<file path="config.mk">
export PLATFORM = sky130hd
export DESIGN_NAME = sysreg_wrctl_flat
export DESIGN_NICKNAME = d
export VERILOG_FILES = /design/src/rtl/sysreg_wrctl_if.sv /design/src/rtl/sysreg_wrctl.sv /design/src/flat_wrapper.sv
export SDC_FILE = /design/constraint.sdc
export NUM_CORES = 1
export LEC_CHECK = 0
export CORE_MARGIN = 2
export CORE_UTILIZATION = 43
export DETAILED_ROUTE_END_ITERATION = 12
export PLACE_DENSITY = 0.83
export SYNTH_ARGS = -nofsm -noshare
export SYNTH_HDL_FRONTEND = slang
export SYNTH_SLANG_ARGS = --single-unit
</file>
<file path="constraint.sdc">
create_clock -name CK -period 5.4 [get_ports CK]
set_input_delay 1.62 -clock CK [delete_from_list [all_inputs] [get_ports CK]]
set_output_delay 1.62 -clock CK [all_outputs]
set_load 0.02 [all_outputs]
</file>
<file path="src/rtl/sysreg_wrctl_if.sv">
// Bus-side handshake between the DMD bus and the system register write/read sequencer.
//   REQ/RDWR/ADDR/DMDI : single-cycle access request (write when RDWR=1)
//   ERRCLR             : clears sticky ERR/OVR
//   DMDO               : held read data
//   GNT                : one-cycle access-complete pulse
//   BUSY               : sequencer not idle
//   ERR/OVR            : sticky out-of-window / dropped-request flags
interface sysreg_wrctl_if;
  logic        REQ;
  logic        RDWR;
  logic [13:0] ADDR;
  logic [15:0] DMDI;
  logic        ERRCLR;
  logic [15:0] DMDO;
  logic        GNT;
  logic        BUSY;
  logic        ERR;
  logic        OVR;

  modport master (
    output REQ, RDWR, ADDR, DMDI, ERRCLR,
    input  DMDO, GNT, BUSY, ERR, OVR
  );

  modport slave (
    input  REQ, RDWR, ADDR, DMDI, ERRCLR,
    output DMDO, GNT, BUSY, ERR, OVR
  );
endinterface

</file>
<file path="src/rtl/sysreg_wrctl.sv">
// Write/read sequencer in front of the gated system register bank.
// Decodes a 14-bit bus address against the window BASE..BASE+NREG-1 and either pulses the
// addressed slot's write strobes for one cycle or returns that slot's contents on DMDO.
//   CK, RST : clock, synchronous active-high reset
//   bus     : DMD bus request/response (sysreg_wrctl_if.slave)
//   RDATA   : concatenated slot outputs, slot k at [16k+15:16k]
//   CKenb   : per-slot clock gate enable, active-low
//   WBen    : per-slot write-back enable
//   DI      : held write data shared by all slots
module sysreg_wrctl #(
  parameter int unsigned NREG = 8,
  parameter logic [13:0] BASE = 14'h3FE0
) (
  input  logic                 CK,
  input  logic                 RST,
  sysreg_wrctl_if.slave        bus,
  input  logic [16*NREG-1:0]   RDATA,
  output logic [NREG-1:0]      CKenb,
  output logic [NREG-1:0]      WBen,
  output logic [15:0]          DI
);

  typedef enum logic [2:0] {StIdle, StDec, StWr, StRd, StDone} state_e;

  state_e          r_state;
  logic [13:0]     r_addr;
  logic            r_rdwr;
  logic [15:0]     r_dmdi;
  logic [3:0]      r_idx;
  logic [NREG-1:0] r_ckenb;
  logic [NREG-1:0] r_wben;
  logic [15:0]     r_di;
  logic [15:0]     r_dmdo;
  logic            r_gnt;
  logic            r_busy;
  logic            r_err;
  logic            r_ovr;

  logic [13:0]     w_idx;
  logic            w_valid;
  logic [NREG-1:0] w_sel;
  logic [15:0]     w_rdata;
  logic            w_err_set;
  logic            w_ovr_set;

  // Unsigned subtraction: addresses below BASE wrap to large values, but are also rejected
  // explicitly so a window near the top of the space cannot alias low addresses.
  assign w_idx   = r_addr - BASE;
  assign w_valid = (r_addr >= BASE) && (w_idx < 14'(NREG));

  always_comb begin
    w_sel = '0;
    for (int unsigned k = 0; k < NREG; k++) begin
      if (w_idx == 14'(k)) w_sel[k] = 1'b1;
    end
  end

  always_comb begin
    w_rdata = '0;
    for (int unsigned k = 0; k < NREG; k++) begin
      if (r_idx == 4'(k)) w_rdata = RDATA[16*k +: 16];
    end
  end

  assign w_err_set = (r_state == StDec) && !w_valid;
  assign w_ovr_set = (r_state != StIdle) && bus.REQ;

  always_ff @(posedge CK) begin
    if (RST) begin
      r_state <= StIdle;
      r_addr  <= '0;
      r_rdwr  <= 1'b0;
      r_dmdi  <= '0;
      r_idx   <= '0;
      r_ckenb <= '1;
      r_wben  <= '0;
      r_di    <= '0;
      r_dmdo  <= '0;
      r_gnt   <= 1'b0;
      r_busy  <= 1'b0;
      r_err   <= 1'b0;
      r_ovr   <= 1'b0;
    end else begin
      // Strobes default to inactive so every pulse lasts exactly one cycle.
      r_gnt   <= 1'b0;
      r_ckenb <= '1;
      r_wben  <= '0;
      // Set wins over a simultaneous clear.
      r_err   <= w_err_set | (r_err & ~bus.ERRCLR);
      r_ovr   <= w_ovr_set | (r_ovr & ~bus.ERRCLR);

      unique case (r_state)
        StIdle: begin
          if (bus.REQ) begin
            r_addr  <= bus.ADDR;
            r_rdwr  <= bus.RDWR;
            r_dmdi  <= bus.DMDI;
            r_busy  <= 1'b1;
            r_state <= StDec;
          end
        end
        StDec: begin
          r_idx <= w_idx[3:0];
          if (!w_valid) begin
            r_gnt   <= 1'b1;
            r_state <= StDone;
          end else if (r_rdwr) begin
            r_di    <= r_dmdi;
            r_ckenb <= ~w_sel;
            r_wben  <= w_sel;
            r_state <= StWr;
          end else begin
            r_state <= StRd;
          end
        end
        StWr: begin
          r_gnt   <= 1'b1;
          r_state <= StDone;
        end
        StRd: begin
          r_dmdo  <= w_rdata;
          r_gnt   <= 1'b1;
          r_state <= StDone;
        end
        StDone: begin
          r_busy  <= 1'b0;
          r_state <= StIdle;
        end
        default: begin
          r_busy  <= 1'b0;
          r_state <= StIdle;
        end
      endcase
    end
  end

  assign CKenb    = r_ckenb;
  assign WBen     = r_wben;
  assign DI       = r_di;
  assign bus.DMDO = r_dmdo;
  assign bus.GNT  = r_gnt;
  assign bus.BUSY = r_busy;
  assign bus.ERR  = r_err;
  assign bus.OVR  = r_ovr;

endmodule

</file>
<file path="src/flat_wrapper.sv">
// flat-port wrapper written by rule: the top's interface ports become plain ports
module sysreg_wrctl_flat 
#(
  parameter int unsigned NREG = 8,
  parameter logic [13:0] BASE = 14'h3FE0
)
  (CK, RST, RDATA, CKenb, WBen, DI, bus_REQ, bus_RDWR, bus_ADDR, bus_DMDI, bus_ERRCLR, bus_DMDO, bus_GNT, bus_BUSY, bus_ERR, bus_OVR);
  sysreg_wrctl_if bus_i ();
  input  logic CK;
  input  logic RST;
  input  logic [16*NREG-1:0] RDATA;
  output logic [NREG-1:0] CKenb;
  output logic [NREG-1:0] WBen;
  output logic [15:0] DI;
  input wire logic [$bits(bus_i.REQ)-1:0] bus_REQ;
  input wire logic [$bits(bus_i.RDWR)-1:0] bus_RDWR;
  input wire logic [$bits(bus_i.ADDR)-1:0] bus_ADDR;
  input wire logic [$bits(bus_i.DMDI)-1:0] bus_DMDI;
  input wire logic [$bits(bus_i.ERRCLR)-1:0] bus_ERRCLR;
  output wire logic [$bits(bus_i.DMDO)-1:0] bus_DMDO;
  output wire logic [$bits(bus_i.GNT)-1:0] bus_GNT;
  output wire logic [$bits(bus_i.BUSY)-1:0] bus_BUSY;
  output wire logic [$bits(bus_i.ERR)-1:0] bus_ERR;
  output wire logic [$bits(bus_i.OVR)-1:0] bus_OVR;
  assign bus_i.REQ = bus_REQ;
  assign bus_i.RDWR = bus_RDWR;
  assign bus_i.ADDR = bus_ADDR;
  assign bus_i.DMDI = bus_DMDI;
  assign bus_i.ERRCLR = bus_ERRCLR;
  assign bus_DMDO = bus_i.DMDO;
  assign bus_GNT = bus_i.GNT;
  assign bus_BUSY = bus_i.BUSY;
  assign bus_ERR = bus_i.ERR;
  assign bus_OVR = bus_i.OVR;
  sysreg_wrctl #(.NREG(NREG), .BASE(BASE)) u_core (.CK(CK), .RST(RST), .bus(bus_i), .RDATA(RDATA), .CKenb(CKenb), .WBen(WBen), .DI(DI));
endmodule
</file>
After elaboration in Yosys (flattened, before gate mapping):

Cells that the tools add are included.

* add/subtract/negate cells: 1
* order comparisons: 2
* eq/ne operators: 18
* mux-type cells: 24
* bitwise gates (word level): 10
* reductions and logical operators: 14

Operators by type and width (count)
* $mux 16: 8
* $eq 14x3->1 const B: 4
* $eq 14x2->1 const B: 2
* $eq 4x3->1 const B: 4
* $eq 14x1->1 const B: 1
* $ge 14x14->1 const B: 1
* $logic_not 14->1: 1
* $lt 14x4->1 const B: 1
* $sub 14x14->14 const B: 1
* $mux 1: 11
* $pmux 3 s3: 1
* $eq 4x2->1 const B: 2
* $not 8->8: 1
* $eq 3x2->1 const B: 2
* $mux 3: 2
* $not 1->1: 5
* $eq 4x1->1 const B: 1
* $logic_not 4->1: 1
* $pmux 1 s2: 2
* $reduce_and 2->1: 2
* $reduce_or 4->1: 1
* $eq 3x1->1 const B: 1
* $logic_and 1x1->1: 3
* $logic_not 3->1: 1
* 8 further kinds: 10

* register bits: 90
* input bits: 163
* output and inout bits: 52
* word-level logic and storage cells: 82

Longest topological paths before layout:

Gate-level depths: netlist of run 1.

* word-level depth: 9
* mapped depth: 7
* depth with buffers taken out: 5

Least setup slack after synthesis of run 1:

OpenSTA, ideal clock, no wires.

* path kind: input to register
* start point: in RST
* end point: reg u_core.r_ckenb[7] (netlist: u_core.CKenb[7])
* library setup time: 0.120 ns
* arrival: 2.592 ns
* required time: 5.280 ns
* path slack: 2.688 ns
* stages: 6
* buffers on the path: 2
* cell sequence: clkbuf_1 > nor2_1 > nand2_1 > or3_1 > clkbuf_2 > or2_1

* cells in the longest elaborated chain, start to end: 1

Ends and longest elaborated chain
* start, declared: RTL line flat_wrapper.sv:10 `input logic RST;`
* $reduce_or 4->1 (no line)
* end signal, assigned: RTL line sysreg_wrctl.sv:109 `r_ckenb <= ~w_sel;`
* end, declared: RTL line sysreg_wrctl.sv:30 `logic [NREG-1:0] r_ckenb;`

No other way between the ends.
A chain may end at the register's enable or synchronous reset.

Worst setup path in the final report of run 1:

* start point: in bus_REQ
* end point: reg u_core.r_dmdi[14]

* cells in the longest elaborated chain, start to end: 1

Ends and longest elaborated chain
* start, declared: RTL line flat_wrapper.sv:15 `input wire logic [$bits(bus_i.REQ)-1:0] bus_REQ;`
* $reduce_and 2->1 (no line)
* end signal, assigned: RTL line sysreg_wrctl.sv:97 `r_dmdi <= bus.DMDI;`
* end, declared: RTL line sysreg_wrctl.sv:28 `logic [15:0] r_dmdi;`

No other way between the ends.

==> flow_summary_export.csv, run 1 <==
group,metric,value,unit
worst_setup_path,crit_path_top_delay_cell,"and2_1",
sta,setup_viol,0,
power_and_ir_drop,peakVddDrop,155,uV
layout,instances_no_fill,822,
layout,n_fill_cell,814,
power_and_ir_drop,p_sw_frac,0.228,
clock_network,clk_path_buf_depth,2,
detailed_routing,routed_wirelength,14500,um
clock_network,cts_sinks,90,
power_and_ir_drop,p_clk_frac,0.373,
hold_path,whs_path_depth,2,
sta,finalCritPeriodShare,0.572,
layout,n_antenna_cell,0,
die,coreArea,9640,um2
synth,synth_edf_count,0,
global_route,grt_pass1_vias,4389,
synth,synth_area,4230,um2
placement,io_buffers,214,
sta,whs,0.457,ns
sta,max_freq,324,MHz
hold_path,hold_class,"register to register",
worst_setup_path,crit_start,"bus_REQ",
sta,slew-limit-headroom,0.251,
sta,rsz0062_at_grt,"no",
sta,tns,0,ns
synth,yosysTopAreaCell,"dfxtp_1",
sta,clock_skew,0.00765,ns
synth,yosys.area.top_type_share,0.426,
sta,worstMarginPinSlew,1.12,ns
clock_network,post_cts_buffers,0,
worst_setup_path,slowest_delay,0.85,ns
detailed_routing,num_vias,4468,
power_and_ir_drop,p_per_area,223,nW/um2
power_and_ir_drop,power_frac_comb,0.150,
clock_network,cts_max_level,3,
detailed_routing,drtIter0Drc,235,
detailed_routing,ant_nets,0,
worst_setup_path,crit_type,"input pin to register",
synth,ys_seq_area_frac,0.426,
power_and_ir_drop,p_leak,2.21,nW
worst_setup_path,reg2reg_depth,4,
synth,synth-async-reset-ratio,0,
layout,layout-drive-gt1-share,0.0406,
clock_network,clk_pin_slew,0.09,ns
sta,finalHoldViolCount,0,
global_route,grt.overflow.total,0,
placement,dp.cells,806,
global_route,antenna_found_initial,0,
layout,nets,848,
global_route,grt_max_degree,64,
sta,fin_ws,2.31,ns
die,row_count,36,
die,io_pins,215,
worst_setup_path,end_kind,"register",
worst_setup_path,crit_buf_inv,1,
worst_setup_path,critPathLaunchType,"input pin",
synth,yosysMostFrequentCell,"dfxtp_1",
worst_setup_path,cp_max_fo,31,
global_route,globalRouteTotalUtil,0.257,
worst_setup_path,worstPathRequired,5.66,ns
synth,synth_cell_types,47,
clock_network,cts_tree,"built",
job,drv_cap,0,
placement,routabilityCongestion,0.875,
worst_setup_path,critical_path.cell_chain,"clkdlybuf4s50_1 -> and2_1 -> nand2_1 -> a21oi_1",
placement,place_ws,1.97,ns
synth,ys_warn_count,0,
status,status,"complete, no violations",
layout,area_delta_synth_final,56.1,%
clock_network,cts_hold_buf,0,
power_and_ir_drop,total_power,1.47,mW
global_route,grt_pass1_wl,21400,um
die,dieArea,10600,um2
clock_network,cts-root-buf,"clkbuf_8",
synth,netlist_instances,504,
placement,hpwl,10700,um
synth,synth_ff_type,"dfxtp_1",
power_and_ir_drop,internal_power,1.13,mW
worst_setup_path,path_delay_family,"simple AND/OR/NAND/NOR gates",
worst_setup_path,r2r_start,"u_core.r_idx[1]",
synth,syn_avg_cell_area,8.38,um2
detailed_routing,via_per_inst,5.44,
synth,synthesis.nets,668,
clock_network,cts_inserted_buffers,9,
die,die_h,103,um
worst_setup_path,cp.arrival,3.35,ns
synth,yosys-top-cells-area,"dfxtp_1 (43%), a21oi_1 (9.6%), mux2i_1 (8.5%)",
sta,drv_slew,0,
detailed_routing,first_pass_iters,4,
worst_setup_path,crit_cells,4,
detailed_routing,post_drt_wl_per_cell,17.7,um
layout,multi_input_area,2230,um2
layout,regArea,1800,um2
synth,ys_top_cells_by_count,"dfxtp_1 (90), nand2_1 (85), a21oi_1 (81)",
power_and_ir_drop,power_switching,0.335,mW
die,initial_core_util,0.438,
hold_path,min-delay-start,"u_core.bus.DMDO[5]",
power_and_ir_drop,seqPwrFrac,0.477,
synth,ys_ff_latch,90,
clock_network,cts_resized,0,
detailed_routing,drc,0,
clock_network,clock_latency,0.35,ns
sta,min_period,3.09,ns
die,die_w,103,um
-- state kept, by name (all words and copies together), names as in the netlist --
name / count
u_core.CKenb: 8
u_core.DI: 16
u_core.WBen: 8
u_core.bus.BUSY: 1
u_core.bus.DMDO: 16
u_core.bus.ERR: 1
u_core.bus.GNT: 1
u_core.bus.OVR: 1
u_core.r_addr: 14
u_core.r_dmdi: 16
u_core.r_idx: 4
u_core.r_rdwr: 1
u_core.r_state: 3
-- logic make-up (layout without fill, tap and decap cells) --
group	count (synthesis)	in the layout	share of synthesized area
AO/OA/AOI/OAI	149	149	0.208
XOR/XNOR	1	1	0.00207
adder cells (fa/ha/maj)	1	1	0.00296
buffers and inverters	49	234	0.0468
flip-flops	90	90	0.426
multiplexers	41	41	0.109
AND/OR/NAND/NOR	173	173	0.205
-- power by group through the flow --
| stage | Clock (mW) | Combinational [mW] | Sequential (mW) |
|---|---|---|---|
| 6_report | 0.547 | 0.220 | 0.700 |
| 3_3_place_gp | 0 | 0.214 | 0.714 |
| 4_1_cts | 0.553 | 0.220 | 0.700 |
| 3_5_place_dp | 0 | 0.219 | 0.715 |
| 2_1_floorplan | 0 | 0.0834 | 0.708 |
| 5_1_grt | 0.582 | 0.237 | 0.703 |
-- final cells by class --
class | instances | share of cell area
Clock buffer | 10 | 0.0194
Clock inverter | 6 | 0.0173
Inverter | 4 | 0.00228
Multi-Input combinational cell | 365 | 0.338
Sequential cell | 90 | 0.274
Tap cell | 133 | 0.0252
Timing Repair Buffer | 214 | 0.324
-- path summary, 6_finish.rpt --
check                                      endpoint  slack, ns
worst max register to register  u_core.bus.DMDO[14]       2.72
worst max-delay path              u_core.r_dmdi[14]       2.31
worst min register to register   u_core.bus.DMDO[5]       0.46
worst min-delay path             u_core.bus.DMDO[5]       0.46
-- placed cells by master, fill, tap and decap left out, drive strengths merged, types with 2 or more instances in the layout --
cell,instances
a21oi,81
mux4,4
and3b,2
dfxtp,90
nand4,17
nand3b,2
or2,2
nand2,85
clkinvlp,2
a31oi,3
a211o,2
bufinv,3
a2111oi,2
a22oi,12
nand3,4
inv,5
nand2b,8
nor3,19
o41ai,11
clkdlybuf4s50,213
mux2i,36
nor2b,11
o21ai,20
clkbuf,10
o22ai,11
and2,5
nor2,10
-- metal layers --
layer / vias up / track usage / share of wire
met5: - / 0 / 0
met2: 192 / 0.445 / 0.49
met1: 2070 / 0.302 / 0.39
met4: 0 / 0.121 / 0.034
li1: 2177 / - / -
met3: 29 / 0.0590 / 0.088
-- metrics by stage --
stage / instance area [um2] / util
2_1_floorplan: 4230 / -
3_3_place_gp: 6350 / 0.659
3_5_place_dp: 6350 / 0.659
4_1_cts: 6600 / 0.684
5_1_grt: 6600 / 0.684
6_report: 6600 / 0.684
-- tightest hold or removal path, delay by kind of cell (launching register included) --
kind | cells | cell delay [ns]
flops | 1 | 0.32
compound gates | 1 | 0.05
simple gates | 1 | 0.05
(Power assumes the default switching activity.)
==> run 2: changes to the inputs <==
--- a/config.mk
+++ b/config.mk
@@ -6,9 +6,9 @@
 export NUM_CORES = 1
 export LEC_CHECK = 0
 export CORE_MARGIN = 2
-export CORE_UTILIZATION = 43
+export CORE_UTILIZATION = 36
 export DETAILED_ROUTE_END_ITERATION = 12
-export PLACE_DENSITY = 0.83
+export PLACE_DENSITY = 0.73
 export SYNTH_ARGS = -nofsm -noshare
 export SYNTH_HDL_FRONTEND = slang
 export SYNTH_SLANG_ARGS = --single-unit
==> constraint.sdc (replaced) <==
create_clock -name CK -period 2.5 [get_ports CK]
set_input_delay 0.75 -clock CK [delete_from_list [all_inputs] [get_ports CK]]
set_output_delay 0.75 -clock CK [all_outputs]
set_load 0.02 [all_outputs]
==> run 2 against run 1 <==
- core utilization is 9.0 points lower
- register-to-register slack worse by 2.5 ns
- wire length is 0.75% higher
- clock power is 130% higher
- power is 120% higher
- sequential share of layout area is 0.78 points lower
- worst hold slack better by 0.00079 ns
- setup slack worse by 2.1 ns
- design area is 2.9% higher
- sequential power is 120% higher
- cell count is 3.4% higher
- largest cell class is now non-clock buffers
==> flow_summary_export.csv, run 2 (synthesis results as in run 1) <==
group,metric,value,unit
status,status,"complete, no violations",
hold_path,min-delay-start,"u_core.r_addr[4]",
worst_setup_path,crit_start,"u_core.r_addr[5]",
die,row_count,39,
die,die_w,112,um
clock_network,clock_latency,0.33,ns
layout,final_cell_mix,"clkdlybuf4s50_1 (213), dfxtp_1 (88), nand2_1 (85)",
layout,final_common_cell,"clkdlybuf4s50_1",
sta,max_freq,446,MHz
die,die_h,112,um
sta,clock_skew,0.00470,ns
die,coreArea,11400,um2
worst_setup_path,cp_max_fo,21,
worst_setup_path,path_delay_family,"simple AND/OR/NAND/NOR gates",
die,dieArea,12600,um2
global_route,grt_pass1_wl,22600,um
detailed_routing,via_per_inst,5.37,
worst_setup_path,cp.arrival,2.45,ns
detailed_routing,num_vias,4565,
layout,multi_input_area,2230,um2
worst_setup_path,critical_path.cell_chain,"ha_1 -> nand4b_1 -> or4_4 -> buf_4 -> nor4b_4 -> nand3_1",
worst_setup_path,crit_path_top_delay_cell,"or4_4",
power_and_ir_drop,p_leak,2.32,nW
sta,finalCritPeriodShare,0.897,
job,drv_cap,0,
clock_network,cts_hold_buf,0,
clock_network,cts-root-buf,"clkbuf_16",
placement,routabilityCongestion,0.885,
placement,hpwl,11200,um
detailed_routing,routed_wirelength,14600,um
detailed_routing,drtIter0Drc,313,
die,initial_core_util,0.370,
sta,slew-limit-headroom,0.528,
hold_path,hold_class,"register to register",
worst_setup_path,crit_type,"register to register",
clock_network,cts_inserted_buffers,9,
global_route,grt_max_degree,59,
sta,tns,0,ns
power_and_ir_drop,peakVddDrop,307,uV
layout,instances_no_fill,850,
detailed_routing,drc,0,
placement,placed_area,6510,um2
clock_network,cts_resized,0,
layout,nets,865,
clock_network,clk_path_buf_depth,2,
power_and_ir_drop,p_per_area,478,nW/um2
sta,finalHoldViolCount,0,
global_route,antenna_found_initial,1,
clock_network,cts_max_level,3,
power_and_ir_drop,total_power,3.25,mW
layout,layout-drive-gt1-share,0.0637,
die,io_pins,215,
placement,dp.cells,833,
worst_setup_path,slowest_delay,0.54,ns
detailed_routing,post_drt_wl_per_cell,17.2,um
worst_setup_path,r2r_start,"u_core.r_addr[5]",
layout,area_delta_synth_final,60.7,%
layout,final_area,6790,um2
worst_setup_path,worstPathRequired,2.70,ns
layout,n_fill_cell,1028,
sta,rsz0062_at_grt,"no",
placement,io_buffers,214,
worst_setup_path,end_kind,"register",
sta,min_period,2.24,ns
detailed_routing,ant_nets,0,
clock_network,clk_pin_slew,0.06,ns
global_route,grt_pass1_vias,4469,
clock_network,cts_tree,"built",
layout,regArea,1800,um2
worst_setup_path,critPathLaunchType,"register",
global_route,grt.overflow.total,0,
sta,drv_slew,0,
clock_network,cts_sinks,90,
global_route,globalRouteTotalUtil,0.220,
sta,worstMarginPinSlew,0.705,ns
clock_network,post_cts_buffers,0,
sta,setup_viol,0,
detailed_routing,first_pass_iters,5,
worst_setup_path,crit_buf_inv,1,
-- run 2: worst paths after layout --
path,to,slack (ns),cells after the start
min reg2reg,u_core.r_addr[4],0.46,2
min,u_core.r_addr[4],0.46,2
max reg2reg,u_core.CKenb[3],0.26,6
max,u_core.CKenb[3],0.26,6
-- run 2: cell type report --
cell class	count	share of cell area
timing repair buffer	231	0.335
antenna	1	0.000369
tap	143	0.0264
multi-input combinational	365	0.329
clock buffer	11	0.0358
clock inverter	5	0.00553
inverter	4	0.00221
sequential	90	0.266
-- run 2: power by group --
part | internal (mW) | switching, mW | leakage (nW)
registers | 1.47 | 0.0324 | 0.732
clock network | 0.706 | 0.546 | 0.133
logic | 0.317 | 0.172 | 1.46
total | 2.50 | 0.751 | 2.32
-- run 2: worst min-delay path: cells and delay by family, from the launching register on --
family | cells | cell delay (ns)
AOI/OAI and AO/OA | 1 | 0.05
DFF | 1 | 0.31
and+or+nand+nor | 1 | 0.05
-- run 2: metal layers --
metal,wire length [um],GRT usage,vias to the layer above
li1,-,-,2214
met1,5790,0.253,2121
met2,7340,0.394,207
met3,1180,0.0551,23
met4,310,0.0813,0
met5,0,0,-
-- run 2: metrics by stage --
step           setup WS [ns]   util  hold WS (ns)
4_1_cts                0.251  0.594         0.458
5_1_grt                0.130  0.595         0.471
2_1_floorplan          0.370      -         0.432
3_3_place_gp           0.281  0.570         0.444
3_5_place_dp           0.262  0.570         0.448
6_report               0.257  0.595         0.458
